===== src/rtl/wb_trace_pkg.sv =====
// Shared types and defaults for the writeback trace serializer.
package wb_trace_pkg;

  localparam int WB_TRACE_DEPTH = 8;

  localparam logic [3:0] WEN_ON  = 4'hf;
  localparam logic [3:0] WEN_OFF = 4'h0;

  // One retired register write as seen by the trace comparator.
  typedef struct packed {
    logic [31:0] pc;
    logic [4:0]  rd;
    logic [31:0] wdata;
  } wb_rec_t;

endpackage


===== src/rtl/wb_trace_fifo.sv =====
// Two-write / one-read circular buffer of writeback records.
// Channel 0 is written ahead of channel 1; when space runs short the younger
// record (channel 1) is dropped first and a sticky overflow flag is raised.
// A pop in the same cycle frees a slot for that cycle's pushes.
module wb_trace_fifo
  import wb_trace_pkg::*;
#(
  parameter int DEPTH = WB_TRACE_DEPTH
) (
  input  logic                     sys_clk,
  input  logic                     resetn,
  input  logic                     push0_i,
  input  wb_rec_t                  rec0_i,
  input  logic                     push1_i,
  input  wb_rec_t                  rec1_i,
  output wb_rec_t                  head_o,
  output logic                     pop_o,
  output logic [$clog2(DEPTH):0]   count_o,
  output logic                     overflow_o
);

  localparam int PW = $clog2(DEPTH);
  localparam int CW = PW + 1;

  wb_rec_t         mem_q [DEPTH];
  wb_rec_t         mem_d [DEPTH];
  logic [PW-1:0]   wptr_q, wptr_d;
  logic [PW-1:0]   rptr_q, rptr_d;
  logic [CW-1:0]   count_q, count_d;
  logic            overflow_q, overflow_d;

  logic            pop_s;
  logic [CW-1:0]   free_s;
  logic [CW-1:0]   need1_s;
  logic            acc0_s;
  logic            acc1_s;
  logic            drop_s;
  logic [PW-1:0]   widx1_s;

  // Admission: decide which pushes fit, given that a pop frees a slot now.
  always_comb begin
    pop_s   = (count_q != {CW{1'b0}});
    free_s  = CW'(DEPTH) - count_q + CW'(pop_s);
    acc0_s  = push0_i && (free_s >= CW'(1));
    need1_s = acc0_s ? CW'(2) : CW'(1);
    acc1_s  = push1_i && (free_s >= need1_s);
    drop_s  = (push0_i && !acc0_s) || (push1_i && !acc1_s);
    widx1_s = wptr_q + PW'(acc0_s);
  end

  // Next-state for storage, pointers, occupancy and the sticky drop flag.
  always_comb begin
    mem_d          = mem_q;
    mem_d[wptr_q]  = acc0_s ? rec0_i : mem_q[wptr_q];
    mem_d[widx1_s] = acc1_s ? rec1_i : mem_d[widx1_s];
    wptr_d         = wptr_q + PW'(acc0_s) + PW'(acc1_s);
    rptr_d         = rptr_q + PW'(pop_s);
    count_d        = count_q + CW'(acc0_s) + CW'(acc1_s) - CW'(pop_s);
    overflow_d     = overflow_q | drop_s;
  end

  // Control state, cleared by the synchronous active-low reset.
  always_ff @(posedge sys_clk) begin
    if (!resetn) begin
      wptr_q     <= {PW{1'b0}};
      rptr_q     <= {PW{1'b0}};
      count_q    <= {CW{1'b0}};
      overflow_q <= 1'b0;
    end else begin
      wptr_q     <= wptr_d;
      rptr_q     <= rptr_d;
      count_q    <= count_d;
      overflow_q <= overflow_d;
    end
  end

  // Record storage; contents are don't-care while count is zero.
  always_ff @(posedge sys_clk) begin
    mem_q <= mem_d;
  end

  assign head_o     = mem_q[rptr_q];
  assign pop_o      = pop_s;
  assign count_o    = count_q;
  assign overflow_o = overflow_q;

endmodule


===== src/rtl/wb_trace_serializer.sv =====
// Serializes the dual-issue writeback channels into the single-record
// debug_wb_* trace interface, one record per cycle, in program order.
// Optional build macro: WB_TRACE_SKIP_R0_EN -- when defined, writes to
// register 0 are filtered out before buffering.
module wb_trace_serializer
  import wb_trace_pkg::*;
#(
  parameter int DEPTH       = WB_TRACE_DEPTH,
  parameter int STALL_LEVEL = DEPTH - 2
) (
  input  logic                    sys_clk,
  input  logic                    resetn,
  input  logic                    wb0_en,
  input  logic [31:0]             wb0_pc,
  input  logic [4:0]              wb0_rd,
  input  logic [31:0]             wb0_wdata,
  input  logic                    wb1_en,
  input  logic [31:0]             wb1_pc,
  input  logic [4:0]              wb1_rd,
  input  logic [31:0]             wb1_wdata,
  output logic                    stall_o,
  output logic [31:0]             debug_wb_pc,
  output logic [3:0]              debug_wb_rf_wen,
  output logic [4:0]              debug_wb_rf_wnum,
  output logic [31:0]             debug_wb_rf_wdata,
  output logic [$clog2(DEPTH):0]  count_o,
  output logic                    overflow_o
);

  localparam int CW = $clog2(DEPTH) + 1;

  logic            push0_s, push1_s;
  wb_rec_t         rec0_s, rec1_s;
  wb_rec_t         head_s;
  logic            pop_s;
  logic [CW-1:0]   count_s;

  logic [31:0]     pc_q, pc_d;
  logic [3:0]      wen_q, wen_d;
  logic [4:0]      wnum_q, wnum_d;
  logic [31:0]     wdata_q, wdata_d;

  // Push filter and record packing for both channels.
  always_comb begin
`ifdef WB_TRACE_SKIP_R0_EN
    push0_s = wb0_en && (wb0_rd != 5'd0);
    push1_s = wb1_en && (wb1_rd != 5'd0);
`else
    push0_s = wb0_en;
    push1_s = wb1_en;
`endif
    rec0_s = '{pc: wb0_pc, rd: wb0_rd, wdata: wb0_wdata};
    rec1_s = '{pc: wb1_pc, rd: wb1_rd, wdata: wb1_wdata};
  end

  wb_trace_fifo #(
    .DEPTH (DEPTH)
  ) u_fifo (
    .sys_clk    (sys_clk),
    .resetn     (resetn),
    .push0_i    (push0_s),
    .rec0_i     (rec0_s),
    .push1_i    (push1_s),
    .rec1_i     (rec1_s),
    .head_o     (head_s),
    .pop_o      (pop_s),
    .count_o    (count_s),
    .overflow_o (overflow_o)
  );

  // Output record: load the popped head, otherwise hold fields and drop wen.
  always_comb begin
    if (pop_s) begin
      pc_d    = head_s.pc;
      wnum_d  = head_s.rd;
      wdata_d = head_s.wdata;
      wen_d   = WEN_ON;
    end else begin
      pc_d    = pc_q;
      wnum_d  = wnum_q;
      wdata_d = wdata_q;
      wen_d   = WEN_OFF;
    end
  end

  // Registered trace outputs.
  always_ff @(posedge sys_clk) begin
    if (!resetn) begin
      pc_q    <= 32'h0;
      wen_q   <= WEN_OFF;
      wnum_q  <= 5'd0;
      wdata_q <= 32'h0;
    end else begin
      pc_q    <= pc_d;
      wen_q   <= wen_d;
      wnum_q  <= wnum_d;
      wdata_q <= wdata_d;
    end
  end

  assign stall_o           = (count_s >= CW'(STALL_LEVEL));
  assign count_o           = count_s;
  assign debug_wb_pc       = pc_q;
  assign debug_wb_rf_wen   = wen_q;
  assign debug_wb_rf_wnum  = wnum_q;
  assign debug_wb_rf_wdata = wdata_q;

endmodule


===== config.mk =====
export PLATFORM = sky130hd
export DESIGN_NAME = wb_trace_serializer
export DESIGN_NICKNAME = d
export VERILOG_FILES = /design/src/rtl/wb_trace_pkg.sv /design/src/rtl/wb_trace_fifo.sv /design/src/rtl/wb_trace_serializer.sv
export SDC_FILE = /design/constraint.sdc
export NUM_CORES = 2
export LEC_CHECK = 0
export ABC_CLOCK_PERIOD_IN_PS = 6000
export CAP_MARGIN = 5
export CELL_PAD_IN_SITES_DETAIL_PLACEMENT = 0
export CELL_PAD_IN_SITES_GLOBAL_PLACEMENT = 2
export CORE_MARGIN = 8
export CORE_UTILIZATION = 38
export CTS_CLUSTER_SIZE = 20
export DETAILED_ROUTE_END_ITERATION = 10
export PLACE_DENSITY_LB_ADDON = 0.1
export SLEW_MARGIN = 15
export SYNTH_ARGS = -nofsm -noshare
export SYNTH_HDL_FRONTEND = slang
export SYNTH_SLANG_ARGS = --single-unit

===== constraint.sdc =====
create_clock -name sys_clk -period 6 [get_ports sys_clk]
set_input_delay 1.5 -clock sys_clk [delete_from_list [all_inputs] [get_ports sys_clk]]
set_output_delay 1.5 -clock sys_clk [all_outputs]
set_load 0.02 [all_outputs]

Word-level counts from Yosys, hierarchy flattened
Index checks and enable logic that the tools add are counted.
Cells by class
  add/sub/neg operators: 8
  $lt $le $gt $ge: 8
  multiplexer cells: 19
  bitwise logic cells: 4
  reductions and logical operators: 10
Operators with widths (count)
  552-bit bitwise mux: 2
  69-bit 2-to-1 mux: 10
  69-bit binary-select mux with 3-bit select: 3
  69-bit demux with 3-bit select: 2
  4-bit by 1-bit adder with 4-bit output: 3
  4-bit >= comparator, second input constant: 3
  3-bit inverter with 4-bit output: 3
  3-bit by 1-bit adder with 3-bit output: 3
  4-bit by 1-bit < comparator with 1-bit output, second input constant: 2
  1-bit logical AND: 6
  4-bit by 1-bit >= comparator with 1-bit output, second input constant: 1
  4-bit by 3-bit >= comparator with 1-bit output, second input constant: 1
  4-bit >= comparator: 1
  4-bit 2-to-1 mux: 1
  4-bit nonzero test: 1
  4-bit by 1-bit subtractor with 4-bit output: 1
  4-bit subtractor, first input constant: 1
  1-bit zero test: 2
  2-bit 2-to-1 mux: 1
  1-bit logical OR: 1
  1-bit OR: 1
Word-level totals
  register bits: 636
  output and inout port bits: 79

Logic depth before layout (Yosys ltp)
  depth after elaboration: 11
  depth in mapped cells: 19

Cells and area by module
From an unflattened synthesis, not the netlist that was laid out.
Second synthesis, totals
  cells, all modules: 4601
  area, all modules: 40640.2 um^2
Modules (own cells, without submodules)
  wb_trace_fifo: times used 1, cells each 4373, area each 37937.6 um^2, sequential area each 11270.8 um^2
  wb_trace_serializer: times used 1, cells each 228, area each 2702.6 um^2, sequential area each 1401.3 um^2

Least setup slack after synthesis
Ideal clock, no wire load.
  path type: input to register
  start: input wb0_en
  end: register u_fifo.count_q[2] (netlist: u_fifo.count_o[2])
  setup time: 0.115 ns
  data arrival time: 4.631 ns
  required time: 5.885 ns
  path slack: 1.254 ns
  stages: 15
  path buffers: 5
  cells stage by stage: o31ai_2 buf_2 buf_2 buf_2 ha_1 nand2b_1 a2111o_1 nand2_1 inv_1 clkbuf_1 clkbuf_1 fa_1 fa_1 xnor2_1 and2_1
Between the ends
  word-level cells in the longest chain between the ends: 6
  elaborated cells on any way between the ends: 7
RTL lines
  start: declaration: RTL line wb_trace_serializer.sv:13  | input logic wb0_en,
  1-bit logical AND (*): RTL line wb_trace_fifo.sv:44  | acc0_s = push0_i && (free_s >= CW'(1));
  2-bit 2-to-1 mux: RTL line wb_trace_fifo.sv:45  | need1_s = acc0_s ? CW'(2) : CW'(1);
  4-bit >= comparator: RTL line wb_trace_fifo.sv:46  | acc1_s = push1_i && (free_s >= need1_s);
  1-bit logical AND: RTL line wb_trace_fifo.sv:46
  4-bit by 1-bit adder with 4-bit output (*): RTL line wb_trace_fifo.sv:58  | count_d = count_q + CW'(acc0_s) + CW'(acc1_s) - CW'(pop_s);
  4-bit by 1-bit subtractor with 4-bit output (*): RTL line wb_trace_fifo.sv:58
  end signal: assignment: RTL line wb_trace_fifo.sv:67  | count_q <= {CW{1'b0}};
  end signal: assignment: RTL line wb_trace_fifo.sv:72  | count_q <= count_d;
  end: declaration: RTL line wb_trace_fifo.sv:29  | logic [CW-1:0] count_q, count_d;
Mark *: on every way between the ends. The rest lies on a longest branch, timed or not.
A chain may end at the register's enable or synchronous reset.

==> parameters.txt <==
Parameter                              Value

Outcome
  Run status    completed

Logic synthesis
  Post-Synth Adder-Cell Area    less than 1%
  XOR/XNOR Fraction of Synth Area    less than 1%
  Combinational family with the most area after synthesis    compound AO/OA/AOI/OAI gates
  Nets in the synthesized netlist    4,554
  Number of flops mapped to enable cells by yosys    0
  Most used DFF post-synth    sky130_fd_sc_hd__dfxtp_1
  Sequential element share of the synthesized area    between 30% and 40%
  Post-synthesis simple-gate area fraction    approximately 11%
  Number of instances in the synthesized netlist    between 4,000 and 5,000
  Proportion of register bits with asynchronous set or reset after synthesis    0%
  Warning count from the yosys run    0
  Number of unique standard cell types used by synthesis    82
  Area of the mapped netlist    about 38,000 um2
  Average cell area after synthesis    roughly 8.7 um2
  Compound-cell area share of the yosys netlist    a little under two fifths
  Count of state elements after synthesis    633
  Multiplexer share of the synthesized area    approximately 11%

Route
  DRC violation count after routing    0
  Detailed-route via count    around 40,000
  Final Routed Wirelength    about 190,000 um
  Number of optimization iterations in the first detailed-route pass    7
  Mean routed wirelength per cell    ~33 um
  Antenna-violating nets left    0
  Number of violations reported at the end of detailed-routing iteration 0    about 6,400
  Average vias per placed instance    7.031

Global route
  Global Route met1 Usage    between 40% and 50%
  Overall overflow remaining after global route    0
  Met2 routing resource usage after global routing    about half
  Largest net degree at the start of global routing    between 100 and 150
  Gr usage total    between 30 and 40%
  GR peak layer    met2
  Via count of the first global-routing pass    around 37,000
  Number of antenna violations at the first check in global routing    2
  Wire length of the first global-routing pass    between 200,000 and 300,000 um
  Met3 usage    around 7.5%

Floorplan
  Count of standard-cell rows    between 100 and 150
  Vertical die dimension    approximately 330 um
  Overall die width    333.3 um
  Initial core utilization    38.25%
  Area of the die    approximately 110,000 um2
  Top Ports    221
  Core Area    ~100,000 um2

Worst setup path
  Critical path capture point type    flop
  Worst EP required    6.57 ns
  Arrival time at the worst endpoint    between 5 and 6 ns
  Reg2reg setup slack    approximately 0.67 ns
  Classification of the worst setup path    flop to flop
  Category of the worst setup path launch point    flop
  Largest driver fanout on the critical path    22

STA
  Count of endpoints failing hold in the final timing report    0
  Max Clock Freq    187.6 MHz
  Tcrit/Tclk final    just under 90%
  PnR worst setup slack    0.6697 ns
  Fin Setup TNS    0 ns
  Time the final worst path needs with I/O delays and setup    roughly 5.3 ns
  RSZ-0062 raised after global routing    false
  Clk_skew    roughly 0.028 ns
  Max Slew Vio Count    0
  Max transition margin    a little under a fifth
  Setup violators final    0
  Slew of the pin with the lowest slew margin    about 1.2 ns

Final layout
  Leading cell types in the layout, fill and taps excluded    sky130_fd_sc_hd__dfxtp_1, sky130_fd_sc_hd__nor2_1, sky130_fd_sc_hd__a21oi_1, sky130_fd_sc_hd__a211oi_1, sky130_fd_sc_hd__nand2_1
  Synth-to-layout area growth    14.84%
  Layout net count    4,456
  Most common library cell in the layout ignoring fill and taps    sky130_fd_sc_hd__dfxtp_1
  Utilization after layout    ~44%
  Share of final-layout standard cells stronger than drive strength 1    between 10% and 20%

Clocking
  Buffers inserted by post-CTS timing repair    0
  Insertion delay of the later-clocked pin in the worst-skew pair    about 0.67 ns
  Clock sink count    between 600 and 700
  CTS H-Tree Depth    3
  PostCTS Resize Cnt    0
  Max Buffers Root-to-Sink    3
  Clock-pin slew of the registers on the worst-case setup and hold paths    approximately 0.060 ns
  CTS tree    done
  Total CTS buffers    a little over 80
  Number of hold buffers added after cts    0
  Clk root buf    sky130_fd_sc_hd__clkbuf_16

Place
  Hpwl dp    slightly above 100,000 um
  Input/output buffers    220
  Worst setup slack before clock tree synthesis    ~0.30 ns
  Routability Congestion    0.8483

Power and ir drop
  Max VDD drop    ~0.93 mV
  Total power divided by cell area    roughly 800 nW/um2
  Leakage dissipation    roughly 16 nW

Worst hold path
  Hold Path Class    flop to flop

Run
  # Max-Cap Violations    0
==> state kept, by name, indices dropped and copies added (netlist names) <==
signal	cells
debug_wb_rf_wen	1
u_fifo.mem_q	552
debug_wb_pc	32
u_fifo.count_o	4
u_fifo.rptr_q	3
u_fifo.overflow_o	1
debug_wb_rf_wdata	32
debug_wb_rf_wnum	5
u_fifo.wptr_q	3
==> report_power, final <==
group / total, mW / switching, mW / internal (mW)
clock: 5.02 / 2.07 / 2.95
sequential: 9.20 / 2.69 / 6.52
combinational: 21.0 / 13.2 / 7.74
==> synthesized netlist by cell type (all sizes together), types with 30 or more instances <==
library cell	count	share of area, %
dfxtp	633	33
nor2	544	5.4
a21oi	498	6.6
a211oi	445	8.7
clkbuf	355	3.5
nand2	296	2.9
a221oi	278	6.4
o21ai	268	4.1
buf	151	2.1
mux4	143	8.4
a22oi	115	2.3
mux2i	88	2.3
o211a	69	1.8
nand3	63	0.82
o221ai	51	1.2
o22ai	36	1.1
a32o	33	0.86
o32ai	30	1.9
==> cell type report <==
| class | instances | area [um2] |
|---|---|---|
| Antenna cell | 1 | 2.502 |
| Clock buffer | 120 | 2492 |
| Clock inverter | 23 | 180.2 |
| Fill cell | 9848 | 56070 |
| Inverter | 10 | 45.04 |
| Multi-Input combinational cell | 3249 | 23610 |
| Sequential cell | 633 | 12690 |
| Tap cell | 1298 | 1624 |
| Timing Repair Buffer | 325 | 3288 |
==> worst max-delay path, cell delays in order (launching register included) <==
cell,delay (ns)
sky130_fd_sc_hd__dfxtp_1,0.45
sky130_fd_sc_hd__inv_1,0.16
sky130_fd_sc_hd__ha_1,0.44
sky130_fd_sc_hd__o31ai_4,0.53
sky130_fd_sc_hd__inv_1,0.17
sky130_fd_sc_hd__ha_1,0.22
sky130_fd_sc_hd__ha_1,0.23
sky130_fd_sc_hd__or2_2,0.35
sky130_fd_sc_hd__o21ai_4,0.74
sky130_fd_sc_hd__and2_4,0.68
sky130_fd_sc_hd__buf_4,0.47
sky130_fd_sc_hd__a222oi_1,0.18
sky130_fd_sc_hd__nand4b_1,0.18
sky130_fd_sc_hd__o22ai_2,0.17
sky130_fd_sc_hd__o21ai_0,0.24
==> stage by stage <==
| stage | std cells | area, um2 | hold slack (ns) | power, mW |
|---|---|---|---|---|
| floorplan | 4398 | 38250 | 0.4809 | 22.34 |
| global placement | 5515 | 41260 | 0.4784 | 29.50 |
| detailed placement | 5515 | 41260 | 0.4846 | 29.57 |
| CTS | 5658 | 43930 | 0.4982 | 34.67 |
| global route | 5658 | 43930 | 0.5122 | 36.97 |
| finish | 5659 | 43930 | 0.4939 | 35.21 |
==> routing by layer <==
metal	part of all wire, %	routed length, um
met1	42	78890
met2	43	81240
met3	11	20500
met4	4.2	8006
met5	0	0
==> cell families (layout without fill, tap and decap cells) <==
kind of cell | after synthesis | in the layout
AOI/OAI and AO/OA | 1949 | 1949
and+or+nand+nor | 1019 | 1019
DFF | 633 | 633
xor gates and xnor gates | 11 | 11
muxes | 256 | 256
adders and majority gates | 14 | 14
other | 0 | 1
buffers and inverters | 516 | 478
==> path summary, 6_finish.rpt <==
kind / startpoint / to / cells after the start
max reg2reg: u_fifo.count_o[1]$_SDFF_PN0_ / u_fifo.mem_q[459]$_DFF_P_ / 14
max: u_fifo.count_o[1]$_SDFF_PN0_ / u_fifo.mem_q[459]$_DFF_P_ / 14
min reg2reg: debug_wb_rf_wdata[12]$_SDFFE_PN0P_ / debug_wb_rf_wdata[12]$_SDFFE_PN0P_ / 1
min: debug_wb_rf_wdata[12]$_SDFFE_PN0P_ / debug_wb_rf_wdata[12]$_SDFFE_PN0P_ / 1
Power figures use the tool's default switching activity.
